$ cat src/rtl/dmem_pkg.sv
// Shared types and lane helpers for the RV32I data-memory controller.
// Also used by the load formatter, which the icache fill path will reuse.
package dmem_pkg;

  typedef enum logic [1:0] {
    SZ_B = 2'b00,
    SZ_H = 2'b01,
    SZ_W = 2'b10
  } size_t;

  typedef enum logic [1:0] {
    IDLE = 2'b00,
    WAIT = 2'b01,
    RESP = 2'b10
  } state_t;

  // Byte enables for a store of the given size at byte offset a within the word.
  function automatic logic [3:0] be_gen(input logic [1:0] size, input logic [1:0] a);
    logic [3:0] be;
    case (size)
      SZ_B:    be = 4'b0001 << a;
      SZ_H:    be = 4'b0011 << {a[1], 1'b0};
      SZ_W:    be = 4'b1111;
      default: be = 4'b0000;
    endcase
    return be;
  endfunction

  // Replicate right-aligned store data onto every lane it could land in.
  function automatic logic [31:0] lane_gen(input logic [1:0] size, input logic [31:0] wdata);
    logic [31:0] lanes;
    case (size)
      SZ_B:    lanes = {4{wdata[7:0]}};
      SZ_H:    lanes = {2{wdata[15:0]}};
      default: lanes = wdata;
    endcase
    return lanes;
  endfunction

  function automatic logic misaligned(input logic [1:0] size, input logic [1:0] a);
    logic bad;
    case (size)
      SZ_H:    bad = a[0];
      SZ_W:    bad = (a != 2'b00);
      default: bad = 1'b0;
    endcase
    return bad;
  endfunction

endpackage

$ cat src/rtl/dmem_load_fmt.sv
// Combinational load formatter: selects the byte/half/word from a RAM word
// and sign- or zero-extends it to 32 bits.
module dmem_load_fmt
  import dmem_pkg::*;
(
  input  logic [31:0] word,
  input  logic [1:0]  offset,
  input  logic [1:0]  size,
  input  logic        zero_ext,
  output logic [31:0] result
);

  logic [7:0]  byte_sel;
  logic [15:0] half_sel;

  always_comb begin
    case (offset)
      2'd0:    byte_sel = word[7:0];
      2'd1:    byte_sel = word[15:8];
      2'd2:    byte_sel = word[23:16];
      default: byte_sel = word[31:24];
    endcase
    half_sel = offset[1] ? word[31:16] : word[15:0];

    case (size)
      SZ_B:    result = {{24{byte_sel[7] & ~zero_ext}}, byte_sel};
      SZ_H:    result = {{16{half_sel[15] & ~zero_ext}}, half_sel};
      SZ_W:    result = word;
      default: result = '0;
    endcase
  end

endmodule

$ cat src/rtl/dmem_ctrl.sv
// Data-memory controller: byte-lane block RAM behind a valid/ready request port
// and a registered, backpressure-holding response port with fault reporting.
module dmem_ctrl
  import dmem_pkg::*;
#(
  parameter int unsigned DEPTH_WORDS = 64,
  parameter logic [31:0] BASE_ADDR   = 32'h0,
  parameter int unsigned READ_LAT    = 1
) (
  input  logic        clk,
  input  logic        rst_n,
  input  logic        req_valid,
  output logic        req_ready,
  input  logic        req_we,
  input  logic [1:0]  req_size,
  input  logic        req_unsigned,
  input  logic [31:0] req_addr,
  input  logic [31:0] req_wdata,
  output logic        resp_valid,
  input  logic        resp_ready,
  output logic [31:0] resp_rdata,
  output logic        resp_err
);

  localparam int unsigned AW        = $clog2(DEPTH_WORDS);
  localparam logic [31:0] SPAN      = 32'(DEPTH_WORDS * 4);
  localparam state_t      ACC_STATE = (READ_LAT == 2) ? WAIT : RESP;

  state_t      state_reg, state_next;
  logic        resp_valid_reg;
  logic        accept;
  logic [31:0] off;
  logic [AW-1:0] idx;
  logic        fault;
  logic [3:0]  be;
  logic [31:0] lanes;
  logic        wr_en, rd_en;

  logic [3:0][7:0] mem [DEPTH_WORDS];
  logic [31:0] ram_q;
  logic [31:0] fmt_word;
  logic [31:0] fmt_result;

  // Response metadata captured at accept
  logic        rsp_we_reg;
  logic        rsp_err_reg;
  logic        rsp_zext_reg;
  logic [1:0]  rsp_size_reg;
  logic [1:0]  rsp_off_reg;

  assign req_ready = rst_n && ((state_reg == IDLE) || (state_reg == RESP && resp_ready));
  assign accept    = req_valid && req_ready;

  assign off   = req_addr - BASE_ADDR;
  assign idx   = off[AW+1:2];
  assign fault = (req_size == 2'b11) || misaligned(req_size, req_addr[1:0]) || (off >= SPAN);
  assign be    = be_gen(req_size, req_addr[1:0]);
  assign lanes = lane_gen(req_size, req_wdata);
  assign wr_en = accept && req_we && !fault;
  assign rd_en = accept && !req_we;

  // RAM has no reset; committed stores survive a controller reset.
  always_ff @(posedge clk) begin
    if (wr_en) begin
      for (int i = 0; i < 4; i++) begin
        if (be[i]) mem[idx][i] <= lanes[8*i +: 8];
      end
    end
    if (rd_en) ram_q <= mem[idx];
  end

  generate
    if (READ_LAT == 2) begin : g_lat2
      logic [31:0] ram_q2;
      always_ff @(posedge clk) begin
        if (state_reg == WAIT) ram_q2 <= ram_q;
      end
      assign fmt_word = ram_q2;
    end else begin : g_lat1
      assign fmt_word = ram_q;
    end
  endgenerate

  always_comb begin
    state_next = state_reg;
    case (state_reg)
      IDLE:    if (accept) state_next = ACC_STATE;
      WAIT:    state_next = RESP;
      RESP:    if (resp_ready) state_next = accept ? ACC_STATE : IDLE;
      default: state_next = IDLE;
    endcase
  end

  always_ff @(posedge clk or negedge rst_n) begin
    if (!rst_n) begin
      state_reg      <= IDLE;
      resp_valid_reg <= 1'b0;
    end else begin
      state_reg      <= state_next;
      resp_valid_reg <= (state_next == RESP);
    end
  end

  always_ff @(posedge clk or negedge rst_n) begin
    if (!rst_n) begin
      rsp_we_reg   <= 1'b0;
      rsp_err_reg  <= 1'b0;
      rsp_zext_reg <= 1'b0;
      rsp_size_reg <= 2'b00;
      rsp_off_reg  <= 2'b00;
    end else if (accept) begin
      rsp_we_reg   <= req_we;
      rsp_err_reg  <= fault;
      rsp_zext_reg <= req_unsigned;
      rsp_size_reg <= req_size;
      rsp_off_reg  <= req_addr[1:0];
    end
  end

  dmem_load_fmt u_fmt (
    .word     (fmt_word),
    .offset   (rsp_off_reg),
    .size     (rsp_size_reg),
    .zero_ext (rsp_zext_reg),
    .result   (fmt_result)
  );

  // Read data and metadata only change on a new accept, so the response holds under backpressure.
  assign resp_valid = resp_valid_reg;
  assign resp_err   = resp_valid_reg && rsp_err_reg;
  assign resp_rdata = (resp_valid_reg && !rsp_we_reg && !rsp_err_reg) ? fmt_result : 32'h0;

endmodule

$ cat config.mk
export PLATFORM = sky130hd
export DESIGN_NAME = dmem_ctrl
export DESIGN_NICKNAME = d
export VERILOG_FILES = /design/src/rtl/dmem_pkg.sv /design/src/rtl/dmem_load_fmt.sv /design/src/rtl/dmem_ctrl.sv
export SDC_FILE = /design/constraint.sdc
export NUM_CORES = 2
export LEC_CHECK = 0
export ABC_AREA = 1
export ABC_CLOCK_PERIOD_IN_PS = 3600
export CELL_PAD_IN_SITES_DETAIL_PLACEMENT = 1
export CELL_PAD_IN_SITES_GLOBAL_PLACEMENT = 1
export CORE_ASPECT_RATIO = 1.5
export CORE_MARGIN = 4
export CORE_UTILIZATION = 50
export DETAILED_ROUTE_END_ITERATION = 8
export DONT_BUFFER_PORTS = 1
export PLACE_DENSITY = 0.79
export SKIP_CTS_REPAIR_TIMING = 1
export SKIP_LAST_GASP = 1
export SLEW_MARGIN = 20
export SYNTH_ARGS = -nofsm -noshare
export SYNTH_HDL_FRONTEND = slang
export SYNTH_SLANG_ARGS = --single-unit
$ cat constraint.sdc
create_clock -name clk -period 3.6 [get_ports clk]
set_clock_uncertainty 0.15 [all_clocks]
set_input_delay 0.72 -clock clk [delete_from_list [all_inputs] [get_ports clk]]
set_output_delay 0.72 -clock clk [all_outputs]
set_load 0.02 [all_outputs]
# Word-level counts from Yosys, hierarchy flattened
# Memory sizes are Yosys's and may differ from the RTL's. A register that Yosys moved wholly into a read port is not among the register bits.
# Cells that the tools add are included.
# word_totals
word_cells	68
ff_bits	10
memories	1
mem_bits_rw	2048
# mem_list
name	depth	word_bits	rd	rd_clocked_by_memory_dff	wr	line_no	text
mem	64	32	1	1	1	dmem_ctrl.sv:39	logic [3:0][7:0] mem [DEPTH_WORDS];
# op_classes
bitwise_logic	3
reduce_logical	21
shift	2
n_eq_ne	10
n_mux	23
order_cmp	1
# ops
operator	n
$pmux 32 s3	1
$pmux 32 s2	1
$ge 32x9->1 const B	1
$mux 32	1
$pmux 8 s3	1
$mux 16	1
$eq 2x2->1 const B	6
$mux 1	12
$pmux 4 s3	1
$logic_and 1x1->1	9
$eq 2x1->1 const B	4
$logic_not 2->1	4
$mux 2	3
$pmux 2 s3	1
$logic_not 1->1	4
$shl 1x2->4 const A	1
$shl 2x2->4 const A	1
$logic_or 1x1->1	3
$and 1x1->1	2
$pmux 1 s2	1
$reduce_bool 2->1	1
$not 1->1	1

# Longest topological paths before layout
# depth
word_depth	9
mapped_depth	11

# By module
# A second synthesis with hierarchy kept.
# hier_totals
hier_cells	9193
area_unflattened_um2	92312.3
# by_module_without_submodules
module	area_each_um2	instances	cells_each
dmem_ctrl	91360.1	1	8982
dmem_load_fmt	952.2	1	211

# Worst setup path before layout
# No wires, ideal clock.
# synth_timing
path_kind	input to register
startpoint	input req_size[0]
endpoint	memory mem[0][10] (netlist bit), data pin
path_stages	4
setup_time_ns	0.702
required_ns	2.748
slack_ns	-0.961
t_arrival_ns	3.709
n_path_buf	1
path_cell_list	inv_1 ha_1 clkbuf_1 o21ai_0
# synth_between
elab_chain_len	2
word_cells_on_any_way	3
# synth_lines
element	line_no	text
start, declared	dmem_ctrl.sv:15	input logic [1:0] req_size,
$eq 2x1->1 / $logic_not 2->1 (equally long branches)	dmem_pkg.sv:32	case (size)
$pmux 32 s2 *	dmem_pkg.sv:32	
via lanes[10]	dmem_ctrl.sv:36	logic [31:0] lanes;
end, declared	dmem_ctrl.sv:39	
# Mark *: on every way through the listed nets, which the timed path passes. The rest lies on a longest branch.

==> qor.yml <==
placed_design:
  dpl.hpwl_um: 196000
  io_buffers: 0
  gp_congestion: 0.921
  placed_area_um2: 97300
  dp_cells: 11500
route:
  drc: 0
  drt-pass1-iter-count: 5
  routedWlPerCell_um: 25.6
  drtAntennaViolNets: 0
  avgViaCountPerCell: 5.59
  wl_um: 305000
  num_vias: 66600
  drt_iter0_drc: 6758
final_layout:
  final_cells: 11900
  regMostFlops: "mem"
  fill_cells: 19600
  drive_above_1_share_pct: 9.29
  layout_common_cells: "2690 x nand2_1, 2080 x edfxtp_1, 1926 x inv_1"
  fin_area_um2: 104000
  register_area_um2: 62700
  final_common_cell: "nand2_1"
  largest_reg_flops: 2048
  area.growth.synth_to_final_pct: 13.1
  multiInputGateArea_um2: 20200
  layout.nets: 9417
synthesis:
  yosysSeqAreaShare_pct: 68.2
  ys.warnings.count: 0
  synth.avg_cell_area_um2: 10.1
  syn-num-nets: 9167
  synthesis.area_um2: 92000
  synth_cells: 9091
  synthDistinctLibCells: 33
  synth_seq_cells: 2090
critical_path:
  crit_slowest_cell: "inv_16"
  cp_cell_sequence: "inv_16, buf_12, buf_12, buf_4, nand2_1, nand3_1, nand2_1, o21ai_0, nand2_1, nor2_1, nand2_1"
  start_kind: "input pin"
  crit_family: "buffers and inverters"
  cp.required_ns: 4.05
  crit_type: "in2reg"
  worstPathMaxFanout: 1157
  path_common_cell: "nand2_1"
  arrival_ns: 5.89
  end_kind: "flop"
  max_stage_delay_ns: 1.12
  crit_buf_inv: 4
power:
  leakage_uw: 0.0453
  vdd_drop_max_uv: 367
  p_comb_share_pct: 6.3
  p_seq_share_pct: 52.6
  clkPwrFrac_pct: 41.1
  pwr_density_cell_nw_per_um2: 494
  switchingPower_uw: 11600
  cell_internal_pwr_uw: 39800
  switching_share_pct: 22.6
run:
  max_cap_violations: 0
clock_tree:
  clkTransAtPathRegs_ns: 0.07
  cts_buffers: 203
  htree_levels: 4
  cts.sinks: 2090
  cts_tree: "done"
  clk_latency_ns: 0.88
  clockBufferDepth: 4
  cts_root_buf: "clkbuf_16"
sta:
  setup_viol: 2080
  fmax_mhz: 184
  hold_violations: 0
  relSlewSlack_pct: -193
  fin_crit_sh_pct: 151
  setup_ws_ns: -1.83
  fin_setup_tns_ns: -1184.30
  drv_slew: 1045
  worstMarginPinSlew_ns: 4.39
  fin_crit_ns: 5.43
global_routing:
  grtUsageTotal_pct: 31.5
  overflow: 0
  grt_pass1_wl_um: 447000
  grt_max_degree: 1158
  antenna_found_initial: 13
  first_global_vias: 72300
floorplan:
  coreArea_um2: 183000
  initial_core_util_pct: 50.4
  rows: 192
  die_area_um2: 191000
  die_w_um: 358
  die_h_um: 533
  io_pins: 107
min_path:
  hold_path.class: "in2reg"
run_status:
  violations: "max-slew violations, negative setup slack"
  status: "finished, violations left"
[kinds of logic (layout without fill, tap and decap cells)]
kind of cell	Yosys count	in the layout	synth area share (%)
mux	5	5	0.0544
buf+inv	2346	2740	10.2
fa+ha+maj	4	4	0.0544
flops	2090	2090	68.2
other cells	1	13	0.00408
simple gates	4241	4242	19.1
compound gates	404	404	2.37
[per-stage QoR]
stage | power [uW] | hold slack, ns | setup slack, ns | utilization (%)
after floorplan | 29300 | 0.274 | -0.961 | -
after global placement | 30300 | 0.275 | -0.521 | 53.3
after detailed placement | 30500 | 0.275 | -0.610 | 53.3
after CTS | 51300 | -0.649 | -0.191 | 56.8
after global routing | 52700 | 0.0410 | -0.0788 | 57.0
final | 51400 | 0.0454 | -1.83 | 57.0
[power by group through the flow]
stage               clock network (uW)  logic [uW]  registers (uW)
finish                           21100        3240           27100
global route                     22300        3350           27000
CTS                              21300        2940           27000
detailed placement                   0        2890           27600
global placement                     0        2750           27600
floorplan                            0        1700           27600
[final timing paths]
path / start / endpoint / slack (ns) / cells past startpoint
hold / removal: req_wdata[0] / mem[37][0]$_DFFE_PP_ / 0.05 / 1
setup / recovery: req_addr[2] / fmt_word[28]$_DFFE_PP_ / -1.83 / 11
min in group asynchronous: rst_n / rsp_size_reg[1]$_DFFE_PN0N_ / 0.11 / 1
setup reg to reg: state_reg[1]$_DFF_PN0_ / mem[40][26]$_DFFE_PP_ / 0.54 / 7
max in group asynchronous: rst_n / rsp_off_reg[1]$_DFFE_PN0N_ / 2.81 / 1
hold reg to reg: rsp_we_reg$_DFFE_PN0N_ / rsp_we_reg$_DFFE_PN0N_ / 0.41 / 2
[worst reg2reg max path: cells and delay by family (launching register included)]
kind | cells | cell delay (ns)
DFF | 1 | 0.42
AOI/OAI and AO/OA | 2 | 0.53
and+or+nand+nor | 3 | 1.00
buffers and inverters | 2 | 0.56
[synthesized netlist by cell type, drive strengths merged]
| cell type | instances | area, um^2 |
|---|---|---|
| a21oi | 49 | 268 |
| a22oi | 8 | 60.1 |
| a31oi | 3 | 18.8 |
| and2 | 1 | 6.26 |
| buf | 321 | 1790 |
| clkbuf | 93 | 349 |
| conb | 1 | 3.75 |
| dfrtp | 10 | 250 |
| edfxtp | 2080 | 62500 |
| ha | 4 | 50.1 |
| inv | 1932 | 7250 |
| mux2i | 5 | 50.1 |
| nand2 | 2700 | 10100 |
| nand3 | 968 | 4860 |
| nand4 | 4 | 85.1 |
| nor2 | 431 | 1650 |
| nor3 | 10 | 50.1 |
| o211ai | 40 | 300 |
| o21ai | 296 | 1480 |
| o22ai | 8 | 50.1 |
| or2 | 127 | 795 |
[layer usage]
metal / up-vias / share of wire [%] / global-route usage, % / wire, um
met5: - / 0.0089 / 0 / 27
met4: 4 / 7.9 / 21.5 / 24100
met3: 983 / 7.6 / 5.53 / 23200
met2: 2890 / 50 / 54.3 / 153000
met1: 33500 / 34 / 35.6 / 105000
li1: 29200 / - / - / -
[cell type report]
type / count / share of cell area [%]
Multi-Input combinational cell: 4656 / 19.4
Clock buffer: 251 / 5.10
Inverter: 1932 / 7.00
Antenna cell: 12 / 0.0289
Sequential cell: 2090 / 60.3
Timing Repair Buffer: 458 / 4.33
Clock inverter: 99 / 0.975
Tap cell: 2425 / 2.92
No activity file was read; power rests on OpenSTA's default activity.
